===== config.mk =====
export PLATFORM = sky130hd
export DESIGN_NAME = uart_tx_arbiter
export DESIGN_NICKNAME = d
export VERILOG_FILES = /design/src/rtl/uart_pkg.sv /design/src/rtl/uart_baud_tick.sv /design/src/rtl/uart_tx_arbiter.sv
export SDC_FILE = /design/constraint.sdc
export NUM_CORES = 1
export LEC_CHECK = 0
export CORE_ASPECT_RATIO = 1.2
export CORE_MARGIN = 4
export CORE_UTILIZATION = 43
export DETAILED_ROUTE_END_ITERATION = 8
export GPL_TIMING_DRIVEN = 0
export HOLD_SLACK_MARGIN = 0.08
export PLACE_DENSITY = 0.81
export SKIP_CTS_REPAIR_TIMING = 1
export SLEW_MARGIN = 5
export SYNTH_ARGS = -nofsm -noshare
export SYNTH_HDL_FRONTEND = slang
export SYNTH_SLANG_ARGS = --single-unit

===== constraint.sdc =====
create_clock -name Clk -period 1.98 [get_ports Clk]
set_input_delay 0.396 -clock Clk [delete_from_list [all_inputs] [get_ports Clk]]
set_output_delay 0.396 -clock Clk [all_outputs]
set_load 0.05 [all_outputs]

===== src/rtl/uart_pkg.sv =====
// Shared definitions for the arbitrated UART transmitter: frame layout, FSM states, parity.
package uart_pkg;

  localparam int unsigned FRAME_BITS = 12;
  localparam int unsigned DATA_W     = 8;
  localparam int unsigned BIT_IDX_W  = 4;
  localparam logic        START_BIT  = 1'b0;
  localparam logic        STOP_BIT   = 1'b1;

  typedef enum logic {
    IDLE = 1'b0,
    SEND = 1'b1
  } state_t;

  // Bit 0 (start) goes on the line first; the two stop bits are last.
  typedef struct packed {
    logic [1:0]        stop;
    logic              parity;
    logic [DATA_W-1:0] data;
    logic              start;
  } frame_t;

  function automatic logic even_parity(input logic [DATA_W-1:0] data);
    return ^data;
  endfunction

  function automatic frame_t build_frame(input logic [DATA_W-1:0] data);
    frame_t f;
    f.start  = START_BIT;
    f.data   = data;
    f.parity = even_parity(data);
    f.stop   = {STOP_BIT, STOP_BIT};
    return f;
  endfunction

endpackage


===== src/rtl/uart_baud_tick.sv =====
// Baud-period counter: tick marks the last cycle of each bit, pre_tick the cycle before it.
module uart_baud_tick #(
  parameter int unsigned CLKS_PER_BIT = 16
) (
  input  logic Clk,
  input  logic Rst_n,
  input  logic clear,
  output logic tick,
  output logic pre_tick
);

  localparam int unsigned CNT_W = (CLKS_PER_BIT > 1) ? $clog2(CLKS_PER_BIT) : 1;
  localparam logic [CNT_W-1:0] LAST_CNT = CNT_W'(CLKS_PER_BIT - 1);
  localparam logic [CNT_W-1:0] PRE_CNT  = CNT_W'(CLKS_PER_BIT - 2);

  logic [CNT_W-1:0] cnt_q;

  always_ff @(posedge Clk or negedge Rst_n) begin
    if (!Rst_n) begin
      cnt_q <= '0;
    end else if (clear || (cnt_q == LAST_CNT)) begin
      cnt_q <= '0;
    end else begin
      cnt_q <= cnt_q + CNT_W'(1);
    end
  end

  assign tick     = !clear && (cnt_q == LAST_CNT);
  assign pre_tick = !clear && (cnt_q == PRE_CNT);

endmodule


===== src/rtl/uart_tx_arbiter.sv =====
// Round-robin arbiter sharing one UART TX line among NUM_REQ byte requesters.
// Frame: start, 8 data bits LSB first, even parity, 2 stop bits.
module uart_tx_arbiter
  import uart_pkg::*;
#(
  parameter  int unsigned NUM_REQ      = 4,
  parameter  int unsigned CLKS_PER_BIT = 16,
  localparam int unsigned GNT_W        = $clog2(NUM_REQ)
) (
  input  logic                      Clk,
  input  logic                      Rst_n,
  input  logic [NUM_REQ-1:0]        Req_valid,
  input  logic [DATA_W*NUM_REQ-1:0] Req_data,
  output logic [NUM_REQ-1:0]        Req_ready,
  output logic                      Serial_op,
  output logic                      Busy,
  output logic [GNT_W-1:0]          Grant_id,
  output logic                      Frame_done
);

  localparam logic [BIT_IDX_W-1:0] LAST_BIT = BIT_IDX_W'(FRAME_BITS - 1);
  localparam logic [GNT_W-1:0]     LAST_REQ = GNT_W'(NUM_REQ - 1);

  state_t                  state_q, state_d;
  logic [GNT_W-1:0]        ptr_q, ptr_d;
  logic [GNT_W-1:0]        gnt_q, gnt_d;
  logic [BIT_IDX_W-1:0]    bit_idx_q, bit_idx_d;
  logic [FRAME_BITS-2:0]   rest_q, rest_d;
  logic                    serial_q, serial_d;
  logic                    busy_q, busy_d;
  logic                    done_q, done_d;

  logic [DATA_W-1:0]       req_bytes [NUM_REQ];
  logic [GNT_W-1:0]        winner;
  logic [GNT_W-1:0]        ptr_after_win;
  logic                    found;
  frame_t                  win_frame;
  logic                    baud_clear;
  logic                    tick;
  logic                    pre_tick;

  for (genvar i = 0; i < NUM_REQ; i++) begin : g_bytes
    assign req_bytes[i] = Req_data[DATA_W*i +: DATA_W];
  end

  // First valid requester at or above the pointer, wrapping.
  always_comb begin
    int unsigned      idx;
    logic [GNT_W-1:0] cand;
    found  = 1'b0;
    winner = '0;
    idx    = 0;
    cand   = '0;
    for (int unsigned k = 0; k < NUM_REQ; k++) begin
      idx = 32'(ptr_q) + k;
      if (idx >= NUM_REQ) idx = idx - NUM_REQ;
      cand = GNT_W'(idx);
      if (!found && Req_valid[cand]) begin
        found  = 1'b1;
        winner = cand;
      end
    end
  end

  always_comb begin
    Req_ready = '0;
    if (Rst_n && (state_q == IDLE) && found) Req_ready[winner] = 1'b1;
  end

  assign ptr_after_win = (winner == LAST_REQ) ? '0 : winner + GNT_W'(1);
  assign win_frame     = build_frame(req_bytes[winner]);
  assign baud_clear    = (state_q == IDLE);

  uart_baud_tick #(
    .CLKS_PER_BIT(CLKS_PER_BIT)
  ) u_baud_tick (
    .Clk      (Clk),
    .Rst_n    (Rst_n),
    .clear    (baud_clear),
    .tick     (tick),
    .pre_tick (pre_tick)
  );

  always_ff @(posedge Clk or negedge Rst_n) begin
    if (!Rst_n) begin
      state_q   <= IDLE;
      ptr_q     <= '0;
      gnt_q     <= '0;
      bit_idx_q <= '0;
      rest_q    <= '0;
      serial_q  <= STOP_BIT;
      busy_q    <= 1'b0;
      done_q    <= 1'b0;
    end else begin
      state_q   <= state_d;
      ptr_q     <= ptr_d;
      gnt_q     <= gnt_d;
      bit_idx_q <= bit_idx_d;
      rest_q    <= rest_d;
      serial_q  <= serial_d;
      busy_q    <= busy_d;
      done_q    <= done_d;
    end
  end

  // Accept captures the frame and drives the start bit; each baud wrap shifts the next bit out.
  always_comb begin
    state_d   = state_q;
    ptr_d     = ptr_q;
    gnt_d     = gnt_q;
    bit_idx_d = bit_idx_q;
    rest_d    = rest_q;
    serial_d  = serial_q;
    busy_d    = busy_q;
    done_d    = 1'b0;
    case (state_q)
      IDLE: begin
        serial_d = STOP_BIT;
        if (found) begin
          rest_d    = win_frame[FRAME_BITS-1:1];
          serial_d  = win_frame.start;
          gnt_d     = winner;
          ptr_d     = ptr_after_win;
          bit_idx_d = '0;
          busy_d    = 1'b1;
          state_d   = SEND;
        end
      end
      SEND: begin
        // Registered so the pulse lands in the final cycle of the last stop bit.
        done_d = (bit_idx_q == LAST_BIT) && pre_tick;
        if (tick) begin
          if (bit_idx_q == LAST_BIT) begin
            state_d  = IDLE;
            busy_d   = 1'b0;
            serial_d = STOP_BIT;
          end else begin
            serial_d  = rest_q[0];
            rest_d    = {STOP_BIT, rest_q[FRAME_BITS-2:1]};
            bit_idx_d = bit_idx_q + BIT_IDX_W'(1);
          end
        end
      end
      default: state_d = IDLE;
    endcase
  end

  assign Serial_op  = serial_q;
  assign Busy       = busy_q;
  assign Grant_id   = gnt_q;
  assign Frame_done = done_q;

endmodule


==> impl_metrics.json <==
{
  "critPathKind": "reg2reg",
  "antenna_cells": 0,
  "yosys_warnings": 0,
  "reg2reg_to": "rest_q[8]",
  "status": "finished with violations",
  "finalHoldViolations": 0,
  "fin_util": 0.6902,
  "cts_tree": "built",
  "seq_area_frac_synth": 0.3952,
  "vias": 1505,
  "row_count": 24,
  "drtIter0Drc": 47,
  "portBuffers": 46,
  "grtUsageTotal": 0.1508,
  "cp.required_ns": 2.14,
  "drv_cap": 0,
  "cts.clk_slew.worst_paths_ns": 0.09,
  "final_nets": 288,
  "io_pins": 47,
  "clk_latency_ns": 0.27,
  "grt_pass1_vias": 1416,
  "die_y_um": 77.14,
  "dieArea_um2": 5062,
  "arrival_ns": 2.51,
  "worst_hold_slack_ns": 0.1325,
  "place.gp.congestion": 0.7439,
  "cts_max_level": 1,
  "start_util": 0.4600,
  "design_area_um2": 2570,
  "numCtsBuffers": 3,
  "drc_errors": 0,
  "ys_seq_elements": 27,
  "grt_pass1_wl_um": 6092,
  "start_kind": "register",
  "post-dp-hpwl_um": 2816,
  "cp-end-kind": "register",
  "avgRoutedWirePerCell_um": 13.63,
  "fin_ws_ns": -0.3706,
  "syn-cell-area_um2": 1713,
  "irDropWorstVdd_mv": 0.3807,
  "wirelength_um": 4006,
  "worst_slew_pin_slew_ns": 0.6419,
  "drv_slew": 0,
  "grt_setup_unrepaired": "yes",
  "setup_tns_ns": -1.720,
  "gr-total-overflow": 0,
  "synth_cell_type_count": 35,
  "vias_per_cell": 5.119,
  "violations": "negative setup slack",
  "max_freq_ghz": 0.4254,
  "relSlewSlack": 0.5720,
  "synth.avg_cell_area_um2": 9.677,
  "post-place-ws_ns": -1.419,
  "drive_gt1_frac": 0.2893,
  "period_minus_slack_ns": 2.351,
  "ctsLongestPathBuffers": 2,
  "die_width_um": 65.62,
  "syn_to_final_growth_pct": 50.04,
  "syn_nets": 222,
  "clock-root-buffer": "clkbuf_8",
  "dr.pass1.iters": 4,
  "rr_worst_depth": 13,
  "finalSetupViolCount": 7,
  "power.density_nw_per_um2": 847.1,
  "placeableCoreArea_um2": 3724,
  "synthCells": 177,
  "cts_sinks": 27,
  "grt_max_degree": 32,
  "ant_nets": 0,
  "fin_crit_sh": 1.187,
  "power_leakage_nw": 1.174,
  "r2r_start": "ptr_q[0]",
  "antenna_found_initial": 0,
  "placed_cell_area_um2": 2253,
  "r2r_slack_ns": -0.37,
  "skew_ns": 0.002585,
  "hp-class": "in2async",
  "crit_fanout": 4
}
-- stage by stage --
stage          total power [W]  cells
3_3_place_gp          0.001677    275
6_report              0.002177    294
2_1_floorplan         0.001477    177
3_5_place_dp          0.001711    275
4_1_cts               0.002032    279
5_1_grt               0.002338    294
-- power breakdown --
| group | internal [W] | leakage (nW) | switching [W] | total, W |
|---|---|---|---|---|
| sequential | 0.000722 | 0.308 | 0.000119 | 0.000841 |
| clock | 0.000143 | 0.0217 | 0.000174 | 0.000317 |
| combinational | 0.000543 | 0.844 | 0.000475 | 0.00102 |
-- registers in the layout, summed over array words and instances (netlist names) --
name and flops:
u_baud_tick.cnt_q 4, Grant_id 2, Frame_done 1, ptr_q 2
Serial_op 1, bit_idx_q 4, rest_q 11, Busy 1
state_q 1
-- worst max-delay path by stage --
| stage | start | end | slack [ns] | cells after the start |
|---|---|---|---|---|
| final | ptr_q[0] | rest_q[8] | -0.37 | 13 |
| after global routing | ptr_q[0] | rest_q[8] | -0.46 | 13 |
| after CTS | Rst_n | Req_ready[0] | -1.41 | 3 |
| after detailed placement | Rst_n | Req_ready[0] | -1.42 | 3 |
| after global placement | Rst_n | Req_ready[0] | -1.40 | 3 |
| after floorplan | Req_valid[0] | rest_q[8] | -0.06 | 11 |
-- final cells by class --
class | instances | area, um2
fill | 278 | 1154
sequential | 27 | 679.4
clock buffer | 3 | 41.29
buffer | 7 | 58.81
clock inverter | 1 | 7.507
timing repair buffer | 61 | 624.3
tap | 52 | 65.06
multi-input combinational | 138 | 1070
inverter | 5 | 23.77
-- synthesized netlist by cell type (all sizes together) --
master / instances / area share
nor2b: 3 / 0.015
nor3b: 1 / 0.0044
nand4b: 1 / 0.0051
nand2: 22 / 0.048
mux2i: 16 / 0.093
nor2: 22 / 0.059
and3: 4 / 0.015
xnor2: 7 / 0.049
nand3b: 1 / 0.0044
xor2: 4 / 0.020
buf: 3 / 0.025
dfrtp: 26 / 0.38
ha: 7 / 0.051
a21o: 2 / 0.0088
nand4: 1 / 0.0037
inv: 5 / 0.011
a2bb2oi: 1 / 0.0088
and2: 1 / 0.0037
or3: 1 / 0.0037
a211oi: 1 / 0.0044
dfstp: 1 / 0.015
nand3: 5 / 0.015
nor3: 1 / 0.0029
clkbuf: 4 / 0.0088
o31ai: 1 / 0.0044
mux2: 9 / 0.059
o21ai: 13 / 0.038
a21oi: 14 / 0.043
-- worst max-delay path, stage by stage, from the launching register on --
cell	delay [ns]
dfrtp_2	0.46
nor2b_4	0.14
nor2_2	0.04
a2bb2oi_2	0.13
buf_6	0.13
buf_6	0.11
buf_6	0.12
buf_6	0.11
mux2i_1	0.10
mux2_4	0.30
xnor2_2	0.14
xnor2_1	0.21
xnor2_1	0.16
a21oi_1	0.09
-- logic make-up (layout without fill, tap and decap cells) --
group           count (synthesis)  in the layout  synth area share
mux                            25             25            0.1527
buf+inv                        12             77           0.04456
fa+ha+maj                       7              7           0.05113
simple gates                   63             63            0.1797
xor+xnor                       11             11           0.06939
flops                          27             27            0.3952
compound gates                 32             32            0.1074
-- placed cells by master (no fill, tap or decap), drive strengths merged, types with 2 or more instances in the layout --
cell type / count
buf: 23
nand3: 5
nor2b: 3
inv: 5
a21o: 2
xnor2: 7
clkbuf: 7
clkdlybuf4s50: 36
nand2: 22
nor2: 22
a21oi: 14
o21ai: 13
mux2i: 16
mux2: 9
dfrtp: 26
xor2: 4
dlymetal6s2s: 5
and3: 4
ha: 7
-- layer usage --
layer	up-vias	routed length [um]	share of wire	track usage
met3	5	119	0.030	0.01901
met2	26	2217	0.55	0.2796
met1	735	1624	0.41	0.1793
met4	0	45	0.011	0.03734
met5	-	0	0	0
li1	739	-	-	-
Note: power is estimated with default switching activity, not from simulation.
